[src/rtl/if_pkg.sv]
// Shared types and constants for the instruction-fetch stage.
package if_pkg;

   typedef enum logic [2:0] {
      BOOT,
      REQ,
      WAIT,
      HOLD,
      DRAIN,
      FAULT
   } fetch_state_t;

   localparam logic [31:0] NOP_INSTR = 32'h0000_0013;
   localparam int          PC_STEP   = 4;

endpackage

[src/rtl/fetch_watchdog.sv]
// Counts consecutive cycles spent waiting on an instruction-memory response
// and flags expiry on the cycle that completes TIMEOUT such cycles.
module fetch_watchdog #(
   parameter int TIMEOUT = 64
) (
   input  logic clk,
   input  logic reset,
   input  logic clear,
   input  logic enable,
   output logic expired
);

   generate
      if (TIMEOUT == 0) begin : g_off
         logic unused_inputs;
         assign unused_inputs = ^{clk, reset, clear, enable};
         assign expired = 1'b0;
      end else begin : g_on
         localparam int CW = $clog2(TIMEOUT + 1);

         logic [CW-1:0] count_reg;

         always_ff @(posedge clk or posedge reset) begin
            if (reset) begin
               count_reg <= '0;
            end else if (clear) begin
               count_reg <= '0;
            end else if (enable && !expired) begin
               count_reg <= count_reg + CW'(1);
            end
         end

         // Combinational so the FSM can leave for FAULT on the same edge that
         // would have recorded the TIMEOUT-th idle cycle.
         assign expired = enable && (count_reg == CW'(TIMEOUT - 1));
      end
   endgenerate

endmodule

[src/rtl/if_stage.sv]
// Instruction-fetch stage: one outstanding memory request at a time, holds the
// fetched word for decode, drops stale responses after a redirect.
module if_stage
   import if_pkg::*;
#(
   parameter int               WIDTH    = 32,
   parameter logic [WIDTH-1:0] RESET_PC = '0,
   parameter int               TIMEOUT  = 64
) (
   input  logic             clk,
   input  logic             reset,
   output logic             imem_req,
   output logic [WIDTH-1:0] imem_addr,
   input  logic             imem_gnt,
   input  logic             imem_rvalid,
   input  logic [31:0]      imem_rdata,
   input  logic             redirect,
   input  logic [WIDTH-1:0] redirect_pc,
   input  logic             id_ready,
   output logic [31:0]      instruction,
   output logic [WIDTH-1:0] pc_out,
   output logic [WIDTH-1:0] pc_plus4,
   output logic             instr_valid,
   output logic             fetch_fault
);

   fetch_state_t     state_reg, state_next;
   logic [WIDTH-1:0] fetch_pc_reg, fetch_pc_next;
   logic [31:0]      instr_reg, instr_next;
   logic [WIDTH-1:0] pc_out_reg, pc_out_next;
   logic             instr_valid_reg, instr_valid_next;

   logic             wd_clear;
   logic             wd_enable;
   logic             wd_expired;
   logic [WIDTH-1:0] redirect_target;

   assign redirect_target = redirect_pc & ~WIDTH'(3);

   fetch_watchdog #(
      .TIMEOUT (TIMEOUT)
   ) u_watchdog (
      .clk     (clk),
      .reset   (reset),
      .clear   (wd_clear),
      .enable  (wd_enable),
      .expired (wd_expired)
   );

   always_ff @(posedge clk or posedge reset) begin
      if (reset) begin
         state_reg       <= BOOT;
         fetch_pc_reg    <= RESET_PC;
         instr_reg       <= NOP_INSTR;
         pc_out_reg      <= RESET_PC;
         instr_valid_reg <= 1'b0;
      end else begin
         state_reg       <= state_next;
         fetch_pc_reg    <= fetch_pc_next;
         instr_reg       <= instr_next;
         pc_out_reg      <= pc_out_next;
         instr_valid_reg <= instr_valid_next;
      end
   end

   always_comb begin
      state_next       = state_reg;
      fetch_pc_next    = fetch_pc_reg;
      instr_next       = instr_reg;
      pc_out_next      = pc_out_reg;
      instr_valid_next = instr_valid_reg;
      wd_clear         = 1'b0;
      wd_enable        = 1'b0;

      case (state_reg)
         BOOT: begin
            state_next = REQ;
            if (redirect) begin
               fetch_pc_next    = redirect_target;
               instr_valid_next = 1'b0;
            end
         end

         REQ: begin
            wd_clear = imem_gnt;
            if (redirect) begin
               fetch_pc_next    = redirect_target;
               instr_valid_next = 1'b0;
            end
            if (imem_gnt) begin
               state_next = redirect ? DRAIN : WAIT;
            end
         end

         WAIT: begin
            wd_enable = !imem_rvalid;
            if (wd_expired) begin
               state_next = FAULT;
            end else if (redirect) begin
               fetch_pc_next    = redirect_target;
               instr_valid_next = 1'b0;
               state_next       = imem_rvalid ? REQ : DRAIN;
            end else if (imem_rvalid) begin
               instr_next       = imem_rdata;
               pc_out_next      = fetch_pc_reg;
               fetch_pc_next    = fetch_pc_reg + WIDTH'(PC_STEP);
               instr_valid_next = 1'b1;
               state_next       = HOLD;
            end
         end

         DRAIN: begin
            // The response owed to the abandoned request must be swallowed
            // before a new request can be issued.
            wd_enable = !imem_rvalid;
            if (wd_expired) begin
               state_next = FAULT;
            end else begin
               if (redirect) begin
                  fetch_pc_next    = redirect_target;
                  instr_valid_next = 1'b0;
               end
               if (imem_rvalid) begin
                  state_next = REQ;
               end
            end
         end

         HOLD: begin
            if (redirect) begin
               fetch_pc_next    = redirect_target;
               instr_valid_next = 1'b0;
               state_next       = REQ;
            end else if (id_ready) begin
               instr_valid_next = 1'b0;
               state_next       = REQ;
            end
         end

         FAULT: begin
            instr_valid_next = 1'b0;
         end

         default: begin
            state_next = FAULT;
         end
      endcase
   end

   assign imem_req    = (state_reg == REQ);
   assign imem_addr   = fetch_pc_reg;
   assign instruction = instr_reg;
   assign pc_out      = pc_out_reg;
   assign pc_plus4    = pc_out_reg + WIDTH'(PC_STEP);
   assign instr_valid = instr_valid_reg;
   assign fetch_fault = (state_reg == FAULT);

endmodule
[config.mk]
export PLATFORM = sky130hd
export DESIGN_NAME = if_stage
export DESIGN_NICKNAME = d
export VERILOG_FILES = /design/src/rtl/if_pkg.sv /design/src/rtl/fetch_watchdog.sv /design/src/rtl/if_stage.sv
export SDC_FILE = /design/constraint.sdc
export NUM_CORES = 1
export LEC_CHECK = 0
export BUFFER_PORTS_ARGS = -buffer_cell sky130_fd_sc_hd__clkbuf_2
export CORE_MARGIN = 3
export CORE_UTILIZATION = 40
export DETAILED_ROUTE_END_ITERATION = 8
export PLACE_DENSITY_LB_ADDON = 0.05
export SYNTH_ARGS = -nofsm -noshare
export SYNTH_HDL_FRONTEND = slang
export SYNTH_HIERARCHICAL = 1
export SYNTH_SLANG_ARGS = --single-unit
[constraint.sdc]
create_clock -name clk -period 2.91 [get_ports clk]
set_clock_uncertainty 0.1 [all_clocks]
set_input_delay 0 -clock clk [delete_from_list [all_inputs] [get_ports clk]]
set_output_delay 0 -clock clk [all_outputs]
set_load 0.02 [all_outputs]
; ---- After elaboration in Yosys (flattened, before gate mapping)
; Index checks and enable logic that the tools add are counted.
[word_totals]
register_bits = 107
inputBits = 70
wordCells = 69
output_inout_bits = 131
[op_classes]
eq_ne = 13
bitwise = 3
muxes = 29
n_reduce_logical = 15
add_sub_neg = 3
[op_table]
columns = cell, n
row1 = $mux W32, 5
row2 = $pmux W32 S3, 1
row3 = $add A32 B3 Y32 const B, 2
row4 = $mux W3, 10
row5 = $pmux W3 S6, 1
row6 = $mux W7, 2
row7 = $reduce_and A5 Y1, 2
row8 = $mux W1, 9
row9 = $reduce_and A4 Y1, 2
row10 = $add A7 B1 Y7 const B, 1
row11 = $eq A7 B6 Y1 const B, 1
row12 = $eq A3 B2 Y1 const B, 2
row13 = $eq A3 B3 Y1 const B, 2
row14 = $ne A3 B3 Y1 const B, 2
row15 = $pmux W1 S5, 1
row16 = $reduce_bool A5 Y1, 1
row17 = $ne A2 B2 Y1 const B, 2
row18 = $ne A4 B3 Y1 const B, 1
row19 = $reduce_or A2 Y1, 2
row20 = $eq A3 B1 Y1 const B, 1
row21 = $logic_not A3 Y1, 1
row22 = $ne A3 B2 Y1 const B, 1
row23 = $not A1 Y1, 3
row24 = $reduce_bool A3 Y1, 1
row25 = 5 further kinds, 7

; ---- Logic depth before layout (Yosys ltp)
; Gate-level depths: netlist of the first run.
[logic_depth]
ltp_word = 8
mapped_depth = 13
mapped_depth_nobuf = 9

; ---- Cells and area by module
; Netlist of the first run, hierarchy kept.
[by_module_without_submodules]
columns = mod, area_each_um2, seq_area_each_um2, cells_per_inst, n_inst
row1 = if_stage, 5250.0, 2406.1, 510, 1
row2 = fetch_watchdog, 361.6, 175.2, 35, 1

; ---- Worst setup path before layout of the first run
; Ideal clock, no wire load.
[synth_timing]
path_type = register to register
start = register state_reg[2]
end = register fetch_pc_reg[17] (netlist: imem_addr[17])
required_ps = 2673
setup_time_ps = 137
path_buffers = 3
t_arrival_ps = 2681
slack_ps = -8
path_stages_with_launch = 13
period_less_slack_ps = 2918
path_cell_list = dfrtp_1 > buf_2 > clkbuf_1 > xnor2_1 > nor3_1 > nand2_1 > nor3_1 > nor2b_1 > nor2_1 > a211oi_2 > buf_2 > a21oi_1 > a2bb2oi_1
[synth_via]
elab_chain_cells = 6
elab_cells_between_ends = 15
classes_between = eq/ne: 7 / mux: 2 / reduce/logical: 6
[synth_rtl]
columns = element, line
row1 = "start, declared", if_stage.sv:27  ; fetch_state_t state_reg, state_next;
row2 = "start signal, assigned", if_stage.sv:58  ; state_reg <= state_next;
row3 = $eq A3 B3 Y1 or $eq A3 B2 Y1 (tied branches), if_stage.sv:75  ; case (state_reg)
row4 = $reduce_or A2 Y1 (no line) (*), -
row5 = $mux W1 (*), -
row6 = named net wd_enable, if_stage.sv:34  ; logic wd_enable;
row7 = $logic_and A1 B1 Y1 (*), fetch_watchdog.sv:35  ; assign expired = enable && (count_reg == CW'(TIMEOUT - 1));
row8 = named net wd_expired, if_stage.sv:35  ; logic wd_expired;
row9 = $ne A2 B2 Y1 (no line), -
row10 = $reduce_and A4 Y1 (no line) (*), -
row11 = "end signal, assigned", if_stage.sv:59  ; fetch_pc_reg <= fetch_pc_next;
row12 = "end, declared", if_stage.sv:28  ; logic [WIDTH-1:0] fetch_pc_reg, fetch_pc_next;
; Mark *: on every way through the listed nets, which the timed path passes. The rest lies on a longest branch.
; A chain may end at the register's enable or synchronous reset.

; ---- Final worst setup path of the first run
[layout_timing]
start = register pc_out_reg[7] (netlist: pc_out[7])
end = output port pc_plus4[27]
[layout_via]
elab_chain_cells = 1
[layout_rtl]
columns = element, line
row1 = "start, declared", if_stage.sv:30  ; logic [WIDTH-1:0] pc_out_reg, pc_out_next;
row2 = "start signal, assigned", if_stage.sv:61  ; pc_out_reg <= pc_out_next;
row3 = $add A32 B3 Y32, if_stage.sv:154  ; assign pc_plus4 = pc_out_reg + WIDTH'(PC_STEP);
row4 = "end, declared", if_stage.sv:22  ; output logic [WIDTH-1:0] pc_plus4,
; Every way passes these cells.

==> results.txt, run 1 <==
The run finished with clean final reports. The detailed route wirelength on metal2 is 7640 um. The number of diodes added for antenna fixing is 0. The detailed-routing wirelength on met1 is 6630 um.

The number of enable-type register cells in the synthesized netlist is 0. In this design, the critical path's most frequently occurring cell is sky130_fd_sc_hd__nand3_1. For this run, the share of the core covered by cells in the final layout is 0.572. The later pin in the worst-skew pair is clocked with a latency of 350 ps. The total area of multi-input combinational cells came out at 2830 um2.

The worst flop-to-flop path startpoint is state_reg[0]$_DFFE_PP0P_. The worst register-to-register path has a depth of 9. The worst-case setup slack after placement came out at 372 ps. After clock tree synthesis, the repair step resized 0 gates. The width of the chip is 124 um. The post-detailed-route count of antenna-violating nets came out at 0.

The class of the tightest hold or removal check is in2async. The synthesized design contains 103 register bits. The largest net degree at the start of global routing came out at 73. The reported leakage power is 3.83 nW. Signal routing reaches up to met4. The DRC violations left is 0.

The placer's final routability congestion estimate came out at 0.809. The design internal power is 3.05 mW. The share of total power dissipated in the clock network is 0.258. The number of hold violations in the final report came out at 0. In this run the vertical extent of the chip is 124 um.

For this run the aggregate overflow at the end of global routing stands at 0. The relative contribution of sequential cells to total power came out at 0.422. The number of antenna violations at the first check in global routing came out at 0. The largest stage delay on the critical path is 620 ps. The arrival time of the worst setup path came out at 2490 ps. The wire length of the first global-routing pass came out at 25300 um. The clock passes through at most 2 buffers. The share of async-settable or async-resettable flops after synthesis is 1.00. The largest total area in the synthesized netlist belongs to sky130_fd_sc_hd__dfrtp_1. The routed design has 15400 um of wire. Once routing completed, OpenROAD measured the worst setup slack at 318 ps.

The via count of the first global-routing pass came out at 4957. The share of the Yosys chip area taken by registers is 0.460. The worst path required time is 2810 ps.

The number of max-slew violations in the final report is 0. The distinct cell type count of the synthesized netlist is 59. The area share of the largest cell type after synthesis came out at 0.446. The clock tree from TritonCTS is yes. The per-cell routed wire length came out at 15.8 um. Across the run, the number of max-cap violations was 0. The first detailed-routing pass took 5 iterations. The post-route clock period utilization is 0.891. The transition time at the pin with the least slew margin came out at 753 ps. The net count of the finished layout is 867. During synthesis, Yosys emitted a total of 6 warnings.

The total global-route track usage came out at 0.197. The synthesized area came out at 5610 um2. Total power for the finished layout comes to 4.99 mW. The signal on the critical path passes through and4_1 -> nand3_1 -> nor3_2 -> nand3_1 -> xnor2_1 -> clkbuf_2. After routing, the total negative slack on setup checks comes to 0 ps. After clock tree synthesis, the flow added hold-fix buffers numbering 65. The element type at the critical path end is a primary output. Detailed routing placed a total of 915 um of wire on met3.

The capturing point of the worst reg2reg path is imem_addr[19]$_DFFE_PP0P_. The count of mapped cells out of synthesis is 545. The worst setup slack for register-to-register paths came out at 330 ps.

The area of the die came out at 15500 um2. The detailed-placement wirelength estimate came out at 10800 um. The largest individual stage delay along the critical path comes from the cell sky130_fd_sc_hd__nor3_2. The type of the worst setup path is reg2out. The share of total power dissipated in combinational logic is 0.320. In the final layout, the share of cells above drive strength 1 is 0.377. Of the total power, the share spent switching nets is 0.389.

The total via count after detailed routing is 5044. The starting DRC count in detailed routing came out at 254. The minimum period implied by the final worst setup slack is 2590 ps.

The relative max-transition margin came out at 0.498. Setup repair after global routing left no endpoint under its margin. In the layout the commonest cells are sky130_fd_sc_hd__clkbuf_2, sky130_fd_sc_hd__dfrtp_1, sky130_fd_sc_hd__dlygate4sd3_1. Hold timing on the final database bottoms out at a slack of 48.0 ps. The clock net in this run drives a total of 103 sinks. The number of rows in the core area came out at 42. The quantity of I/O buffers inserted on ports is 192. Static timing analysis puts the maximum clock frequency at 0.386 GHz. The buffers inserted during post-CTS setup optimization came out at 0. The number of buffers created by CTS came out at 9. Dividing total power by cell area gives a power density of 647 nW/um2.

The maximum fanout along the worst path came out at 8. From synthesis to final layout, the design area changed by 37.6%. The peak supply drop came out at 0.350 mV. The clock transition at the register clock pins on the worst setup and hold paths after CTS is 70 ps. The flip-flop count of the largest register after layout came out at 32. The library cell used most frequently in the layout, excluding fill and tap cells, is sky130_fd_sc_hd__clkbuf_2. In this design, the largest share of critical-path delay is due to simple AND/OR/NAND/NOR gates.

The sequential cell area in the final layout came out at 2580 um2. The cell at the root of the clock tree is sky130_fd_sc_hd__clkbuf_16. By area the synthesized netlist is led by sky130_fd_sc_hd__dfrtp_1, sky130_fd_sc_hd__mux2_2, sky130_fd_sc_hd__a21oi_1, sky130_fd_sc_hd__xnor2_1, sky130_fd_sc_hd__nand2_1. The net switching component of the power came out at 1.94 mW. The I/O pin total came out at 201. The detailed-route vias per instance came out at 5.17. The worst setup path is launched from a flop. The clock tree synthesis step divided the H-tree into 3 levels.

After synthesis, the mean cell area works out to 10.3 um2. The core area came out at 13500 um2. Together, buffers and inverters on the worst path number 1. In the synthesized netlist the dominant register cell turns out to be sky130_fd_sc_hd__dfrtp_1.

The initial cell density of the core is 0.416. The number of inserted filler cells in the final layout came out at 1202. Setup violations remaining at the end of the flow were counted as 0.
-- per-stage QoR --
stage               area, um2  std cells
finish                   7720        975
global route             7720        975
global placement         6760        894
detailed placement       6760        894
floorplan                5640        550
CTS                      7720        975
-- area by class of cell --
class,count,share of cell area
multi-input cells,402,0.366
repair buffers,269,0.225
clock buffers,10,0.0297
well taps,176,0.0285
flip-flops and latches,103,0.334
clock inverters,6,0.0112
inverters,9,0.00470
-- cell usage after synthesis (5+ instances only) --
cell	count
sky130_fd_sc_hd__dfrtp_1	100
sky130_fd_sc_hd__mux2_2	60
sky130_fd_sc_hd__nand2_1	50
sky130_fd_sc_hd__a21oi_1	42
sky130_fd_sc_hd__nand3_1	29
sky130_fd_sc_hd__nor2_1	25
sky130_fd_sc_hd__xnor2_1	23
sky130_fd_sc_hd__nand4_1	18
sky130_fd_sc_hd__o21ai_0	18
sky130_fd_sc_hd__and3_1	17
sky130_fd_sc_hd__buf_2	14
sky130_fd_sc_hd__o22ai_1	13
sky130_fd_sc_hd__clkbuf_1	12
sky130_fd_sc_hd__a2bb2oi_1	11
sky130_fd_sc_hd__inv_1	9
sky130_fd_sc_hd__o22a_1	7
sky130_fd_sc_hd__xor2_1	7
sky130_fd_sc_hd__and2_1	6
sky130_fd_sc_hd__buf_4	6
sky130_fd_sc_hd__a31oi_1	5
-- routing by layer --
metal  vias up  GRT usage
met5         -          0
met4         0     0.0529
met3        12     0.0493
met2       148      0.336
met1      2398      0.249
li1       2486          -
-- worst min-delay path, cell delays in order --
cell and delay, ps:
sky130_fd_sc_hd__dlygate4sd3_1 530, sky130_fd_sc_hd__clkbuf_2 130, sky130_fd_sc_hd__inv_1 220
-- kinds of logic after synthesis --
kind of cell,Yosys count,share of synthesized area
buf+inv,45,0.0426
flops,103,0.460
mux,63,0.126
simple gates,181,0.180
compound gates,118,0.136
other cells,1,0.000668
xor+xnor,30,0.0468
fa+ha+maj,4,0.00847
-- how the worst max path moves through the flow --
| stage | startpoint | endpoint | slack, ps | cells after the start |
|---|---|---|---|---|
| 5_1_grt | pc_out[7]$_DFFE_PP0P_ | pc_plus4[27] | 100 | 6 |
| 3_3_place_gp | state_reg[0]$_DFFE_PP0P_ | imem_addr[19]$_DFFE_PP0P_ | 430 | 9 |
| 4_1_cts | pc_out[7]$_DFFE_PP0P_ | pc_plus4[27] | 290 | 6 |
| 6_report | pc_out[7]$_DFFE_PP0P_ | pc_plus4[27] | 320 | 6 |
| 3_5_place_dp | state_reg[0]$_DFFE_PP0P_ | imem_addr[19]$_DFFE_PP0P_ | 370 | 9 |
| 2_1_floorplan | state_reg[2]$_DFFE_PP0P_ | imem_addr[17]$_DFFE_PP0P_ | 100 | 12 |
-- power by group through the flow --
stage / sequential, mW / clock [mW] / combinational [mW]
after floorplan: 2.25 / 0 / 0.850
after global placement: 2.12 / 0 / 1.51
after detailed placement: 2.13 / 0 / 1.54
after CTS: 2.11 / 1.33 / 1.61
after global routing: 2.17 / 1.38 / 1.76
final: 2.11 / 1.29 / 1.60
Power figures use the tool's default switching activity.
==> run 2, diff against run 1 <==
Settings changed: BUFFER_PORTS_ARGS -buffer_cell sky130_fd_sc_hd__clkbuf_2 to default, DONT_BUFFER_PORTS from default to 1, SKIP_CTS_REPAIR_TIMING from default to 1.
==> run 2 against run 1 <==
- the run now ends with hold timing left
- core utilization is 6.6 points lower
- first-iteration DRC count is 7.9% lower
- worst hold slack worse by 55 ps
- final cell count is 18% lower
- wire length is 3.8% lower
- power is 6.8% lower
- largest power group unchanged
==> results.txt, run 2 (same netlist as run 1, synthesis figures left out) <==
Setup repair after global routing left no endpoint under its margin. The maximum root-to-sink buffer count came out at 2. The register with the most flip-flops in the layout has 32 of them.

The net switching component of the power came out at 1.91 mW. In this run the critical register-to-register path is launched from state_reg[0]$_DFFE_PP0P_. The number of iterations in the first detailed-routing pass is 4. In the layout the commonest cells are sky130_fd_sc_hd__dfrtp_1, sky130_fd_sc_hd__dlygate4sd3_1, sky130_fd_sc_hd__mux2_2. After layout, the minimum clock period comes to 2650 ps.

The worst setup path is launched from a flop. The reported leakage power is 3.03 nW. The area growth from synthesis to layout came out at 21.8%. The post-detailed-route count of antenna-violating nets is 0. The cell sitting at the root of the clock tree is a sky130_fd_sc_hd__clkbuf_16. The net count of the finished layout is 689. Adding up every negative setup slack in the final design gives 0 ps. The part of the total power dissipated in the clock network came out at 0.250. The instance count after placement with tap cells included is 711. The per-cell routed wire length came out at 18.5 um. The signal on the critical path passes through nor3_1 -> nand2_1 -> nor3_2 -> nor2b_1 -> maj3_1 -> a21oi_1 -> a21oi_1 -> a21oi_1 -> dlygate4sd3_1. The total via count after detailed routing is 4486. For this block, the initial DRC count from the detailed router was 234.

The die outline height came out at 124 um. The max-capacitance violation count came out at 0. Data on the critical path arrives at its endpoint at 2790 ps.

Summed over all nets, the half-perimeter wirelength after detailed placement is 10400 um. After floorplanning, the core was divided into 42 placement rows. The class of the tightest hold or removal check is in2async. The capturing point of the worst reg2reg path is instr_valid$_DFFE_PP0P_. The cell area power density is 681 nW/um2.

The number of setup violations in the final report came out at 0. Using the TritonRoute via totals, the vias-per-cell ratio works out to 5.62. The fmax came out at 0.378 GHz. The maximum fanout along the worst path is 12.

The via count of the first global-routing pass is 4236. The power consumption came out at 4.66 mW. The post-route clock period utilization came out at 0.910. The library cell used most frequently in the layout, excluding fill and tap cells, is sky130_fd_sc_hd__dfrtp_1.

The peak supply drop is 0.340 mV. The setup slack after layout is 261 ps. The core area is 13500 um2.

The post-layout instance count excluding filler cells came out at 798. The most frequent cell on the critical path is sky130_fd_sc_hd__a21oi_1. The type of the worst setup path is reg2reg. In this run the tightest slew margin relative to its limit is 0.445.

The area of the die is 15500 um2. The largest net degree at the start of global routing came out at 66. Of the cells placed in the final design, the portion with a size suffix greater than 1 is 0.190. The placer's final routability congestion estimate came out at 0.777. The width of the chip came out at 124 um. The total routed wirelength is 14800 um. The H-tree depth reported by CTS came out at 3. On the critical path, the stage with the largest delay is an instance of sky130_fd_sc_hd__dlygate4sd3_1. The DRC violations left is 0. The worst reg2reg path depth is 9.

The element type at the critical path end is a flop. The final reports fail on hold timing. In this run the tool buffered the top-level ports with 0 buffer cells. TritonCTS built the clock tree. The flow ran to the end, but the final reports show violations. The relative contribution of sequential cells to total power came out at 0.506. The worst-case setup slack after placement came out at 317 ps. STA puts the critical path data required time at 3050 ps.

The I/O pin total is 201. The total congestion overflow after global routing came out at 0. For the worst-skew pair, the clock arrives at the later sink with an insertion delay of 350 ps.

The number of buffers created by CTS is 9. The initial utilization of the core area, before any placement, comes to 0.416. The number of hold violations in the final report came to 7. The largest single stage delay on the critical path is 550 ps. The number of max-slew violations in the final report came out at 0.

The wire length of the first global-routing pass is 23300 um. The total global-route track usage came out at 0.184. The number of clock sinks came out at 103. The clock transition at the register clock pins on the worst setup and hold paths after CTS came out at 70 ps. The worst hold margin came out at -7.48 ps. The internal power of the cells totals 2.74 mW. The transition time at the pin with the least slew margin came out at 833 ps. Of the total power, the share spent switching nets is 0.411. The share of total power dissipated in combinational logic is 0.243. The number of antenna violations at the first check in global routing was 1. The worst setup slack for register-to-register paths came out at 260 ps.
-- run 2: changes by cell type in the layout (fill, tap and decap cells not counted) --
| cell | change |
|---|---|
| sky130_fd_sc_hd__clkbuf_2 | -192 |
| sky130_fd_sc_hd__buf_12 | -1 |
| sky130_fd_sc_hd__bufinv_16 | -2 |
| sky130_fd_sc_hd__inv_8 | +1 |
| sky130_fd_sc_hd__inv_6 | +1 |
| sky130_fd_sc_hd__clkinv_4 | +1 |
| sky130_fd_sc_hd__clkinvlp_4 | +1 |
| sky130_fd_sc_hd__diode_2 | +1 |
| sky130_fd_sc_hd__clkinv_2 | -2 |
| sky130_fd_sc_hd__dlygate4sd3_1 | +5 |
| sky130_fd_sc_hd__buf_4 | +10 |
-- run 2: layout make-up --
class                   count  area [um2]
fillers                  1275        6670
flip-flops and latches    103        2580
repair buffers             91         883
diodes                      1        2.50
well taps                 176         220
clock buffers              10         229
clock inverters             6        52.6
multi-input cells         402        2830
inverters                   9        36.3
-- run 2: how the worst max path moves through the flow --
stage	startpoint	to	slack (ps)	cells after the start
finish	state_reg[0]$_DFFE_PP0P_	instr_valid$_DFFE_PP0P_	260	9
global route	state_reg[0]$_DFFE_PP0P_	instr_valid$_DFFE_PP0P_	70	9
CTS	state_reg[0]$_DFFE_PP0P_	imem_addr[19]$_DFFE_PP0P_	310	9
detailed placement	state_reg[0]$_DFFE_PP0P_	imem_addr[19]$_DFFE_PP0P_	320	9
global placement	state_reg[0]$_DFFE_PP0P_	imem_addr[19]$_DFFE_PP0P_	410	9
floorplan	state_reg[2]$_DFFE_PP0P_	imem_addr[17]$_DFFE_PP0P_	100	12
-- run 2: critical path, delay by kind of cell, from the launching register on --
kind | cells | cell delay (ps)
and+or+nand+nor | 4 | 950
adders and majority gates | 1 | 200
DFF | 1 | 500
AOI/OAI and AO/OA | 3 | 240
buffers and inverters | 1 | 550
-- run 2: per-layer routing --
| metal | up-vias | global-route usage | wire length [um] |
|---|---|---|---|
| li1 | 2133 | - | - |
| met1 | 2203 | 0.235 | 6380 |
| met2 | 135 | 0.289 | 7240 |
| met3 | 15 | 0.0643 | 952 |
| met4 | 0 | 0.0632 | 206 |
| met5 | - | 0 | 0 |
-- run 2: per-stage QoR --
step	utilization	area (um2)
2_1_floorplan	-	5640
3_3_place_gp	0.433	5850
3_5_place_dp	0.433	5850
4_1_cts	0.454	6130
5_1_grt	0.506	6840
6_report	0.506	6840
-- run 2: power by group through the flow --
stage / sequential (mW) / clock [mW] / combinational [mW]
CTS: 2.37 / 1.21 / 1.05
global placement: 2.39 / 0 / 1.03
detailed placement: 2.40 / 0 / 1.05
finish: 2.36 / 1.17 / 1.13
global route: 2.42 / 1.27 / 1.27
floorplan: 2.25 / 0 / 0.850
==> run 3, diff against run 2 <==
Settings changed: PLACE_DENSITY from default to 0.6, PLACE_DENSITY_LB_ADDON 0.05 to default.
==> run 3 against run 2 <==
- the run still ends with hold timing left
- final cell count is 0.63% lower
- sequential power is essentially flat
- die area is the same
- core utilization grew 0.12 points
- flip-flop and latch count unchanged
- design area grew 0.24%
- worst setup slack got worse by 92 ps
- power is 2.7% higher
- clock-buffer cell count unchanged
- maximum frequency decreased by 3.3%
==> results.txt, run 3 (same netlist as run 1, synthesis figures left out) <==
The flow ran to the end, but the final reports show violations. The final reports fail on hold timing. The wire length of the first global-routing pass is 23000 um.

The maximum fanout along the worst path is 8. The clock latency reported for the late side of the worst-skew pair came out at 350 ps. The type of the worst setup path is reg2out.

After detailed routing, the number of remaining DRC violations is 0. Derived from the worst setup path, the maximum achievable clock frequency is 0.365 GHz. The cell area power density came out at 698 nW/um2. For met2 alone, demand over resource in global routing was 0.305.

The net count of the finished layout came out at 685. Setup repair after global routing left no endpoint under its margin. Across all layers, the routed design uses 4583 vias.

The min-delay analysis places its worst path in the category in2async. The worst hold margin came out at -8.96 ps. The peak supply drop came out at 0.300 mV. The kind of launch point of the worst setup path is a flop. The clock tree synthesis step divided the H-tree into 3 levels.

The total area inside the core boundary comes to 13500 um2. Headroom to the max-slew limit came out at 0.261. The number of inserted filler cells in the final layout is 1220. For this block, the routed nets add up to 14900 um of wire. The transition time at the pin with the least slew margin came out at 1110 ps. The max-capacitance violation count is 0. The number of setup violations in the final report came out at 0. In the final layout, the share of cells above drive strength 1 is 0.188. The minimum period implied by the final worst setup slack came out at 2740 ps. The cell at the root of the clock tree is sky130_fd_sc_hd__clkbuf_16. The clock transition at the register clock pins on the worst setup and hold paths after CTS came out at 70 ps.

The flip-flop count of the largest register after layout came out at 32. From bottom edge to top edge, the die measures 124 um. The final total negative setup slack is 0 ps. The area of the die came out at 15500 um2. The total congestion overflow after global routing is 0. The post-route clock period utilization is 0.942. The number of hold violations in the final report came to 7. The number of iterations in the first detailed-routing pass is 4. In the global route stage, met1 resource usage came out at 0.227. The post-detailed-route count of antenna-violating nets is 0.

The floorplan has 42 rows. The detailed-placement wirelength estimate is 10300 um. In the layout the commonest cells are sky130_fd_sc_hd__dfrtp_1, sky130_fd_sc_hd__dlygate4sd3_1, sky130_fd_sc_hd__mux2_2. The I/O pin total is 201.

The congestion estimate from routability-driven global placement came to 0.811. The via count of the first global-routing pass came out at 4200. The repair_antennas step left the layout with diodes totalling 0.

The number of max-slew violations in the final report came out at 0. The setup slack after layout came out at 170 ps. The per-cell routed wire length came out at 18.9 um.

The worst-case setup slack after placement came out at 291 ps. The area growth from synthesis to layout is 22.1%. The total global-route track usage came out at 0.182. The worst path required time came out at 2810 ps.

The number of buffers created by CTS is 9. The placed cell area came out at 5850 um2. The sequential cell area in the final layout came out at 2580 um2.

The width of the chip came out at 124 um. met2 is the most crowded layer. STA classifies the critical path endpoint as a primary output. The most common library cell in the layout ignoring fill and taps is sky130_fd_sc_hd__dfrtp_1.

The detailed-route vias per instance is 5.78. The arrival time of the worst setup path came out at 2640 ps. The number of antenna violations at the first check in global routing came to 0. The maximum root-to-sink buffer count is 2.

The number of clock sinks came out at 103. The initial cell density of the core is 0.416. The total area of multi-input combinational cells is 2830 um2. The routing usage on met3 came out at 0.0455. In this run the tool buffered the top-level ports with 0 buffer cells.

The largest net degree at the start of global routing came out at 90. The starting DRC count in detailed routing came out at 240. The design area is 6850 um2. The clock tree from TritonCTS is yes. The reported leakage power came out at 3.03 nW.
## run 3: changes by cell type in the layout (fill, tap and decap cells not counted), sizes merged
cell,previous run,this run
inv,11,10
dlygate4sd3,70,69
clkinv,2,0
buf,21,18
clkinvlp,2,4
diode,1,0
bufinv,0,1
## run 3: worst paths after layout
path	startpoint	end	slack [ps]	cells after the start
setup / recovery	pc_out[5]$_DFFE_PP0P_	pc_plus4[26]	170	5
hold / removal	reset	u_watchdog/g_on.count_reg[1]$_DFFE_PP0P_	-9	2
setup reg to reg	u_watchdog/g_on.count_reg[0]$_DFFE_PP0P_	instr_valid$_DFFE_PP0P_	200	9
hold reg to reg	u_watchdog/g_on.count_reg[6]$_DFFE_PP0P_	u_watchdog/g_on.count_reg[6]$_DFFE_PP0P_	430	2
max in group asynchronous	reset	imem_addr[29]$_DFFE_PP0P_	1650	3
min in group clk	redirect_pc[25]	imem_addr[25]$_DFFE_PP0P_	10	3
## run 3: cell type report
cell class | count | share of cell area
multi-input combinational | 402 | 0.413
sequential | 103 | 0.377
timing repair buffer | 87 | 0.128
clock buffer | 10 | 0.0349
tap | 176 | 0.0321
clock inverter | 6 | 0.0100
inverter | 9 | 0.00530
## run 3: metrics by stage
stage,cells,hold slack [ps],power (mW),util
after floorplan,550,-297,3.10,-
after global placement,708,-267,3.42,0.433
after detailed placement,708,-254,3.47,0.433
after CTS,724,-644,4.74,0.456
after global routing,793,2.67,5.04,0.507
final,793,-8.96,4.78,0.507
## run 3: worst max-delay path, cell delays in order, from the launching register on
cell	delay [ps]
sky130_fd_sc_hd__dfrtp_1	580
sky130_fd_sc_hd__and3_1	280
sky130_fd_sc_hd__and2_1	250
sky130_fd_sc_hd__nor3b_2	550
sky130_fd_sc_hd__nand4_1	180
sky130_fd_sc_hd__xnor2_1	450
## run 3: per-layer routing
layer  vias to the layer above  wire length (um)
met5                         -                 0
met4                         0               293
met3                        19               814
met2                       158              7580
met1                      2283              6260
li1                       2123                 -
## run 3: power breakdown
part           switching (mW)  internal (mW)
Combinational           0.685          0.501
Sequential              0.688           1.66
Clock                   0.554          0.693
Total                    1.93           2.86
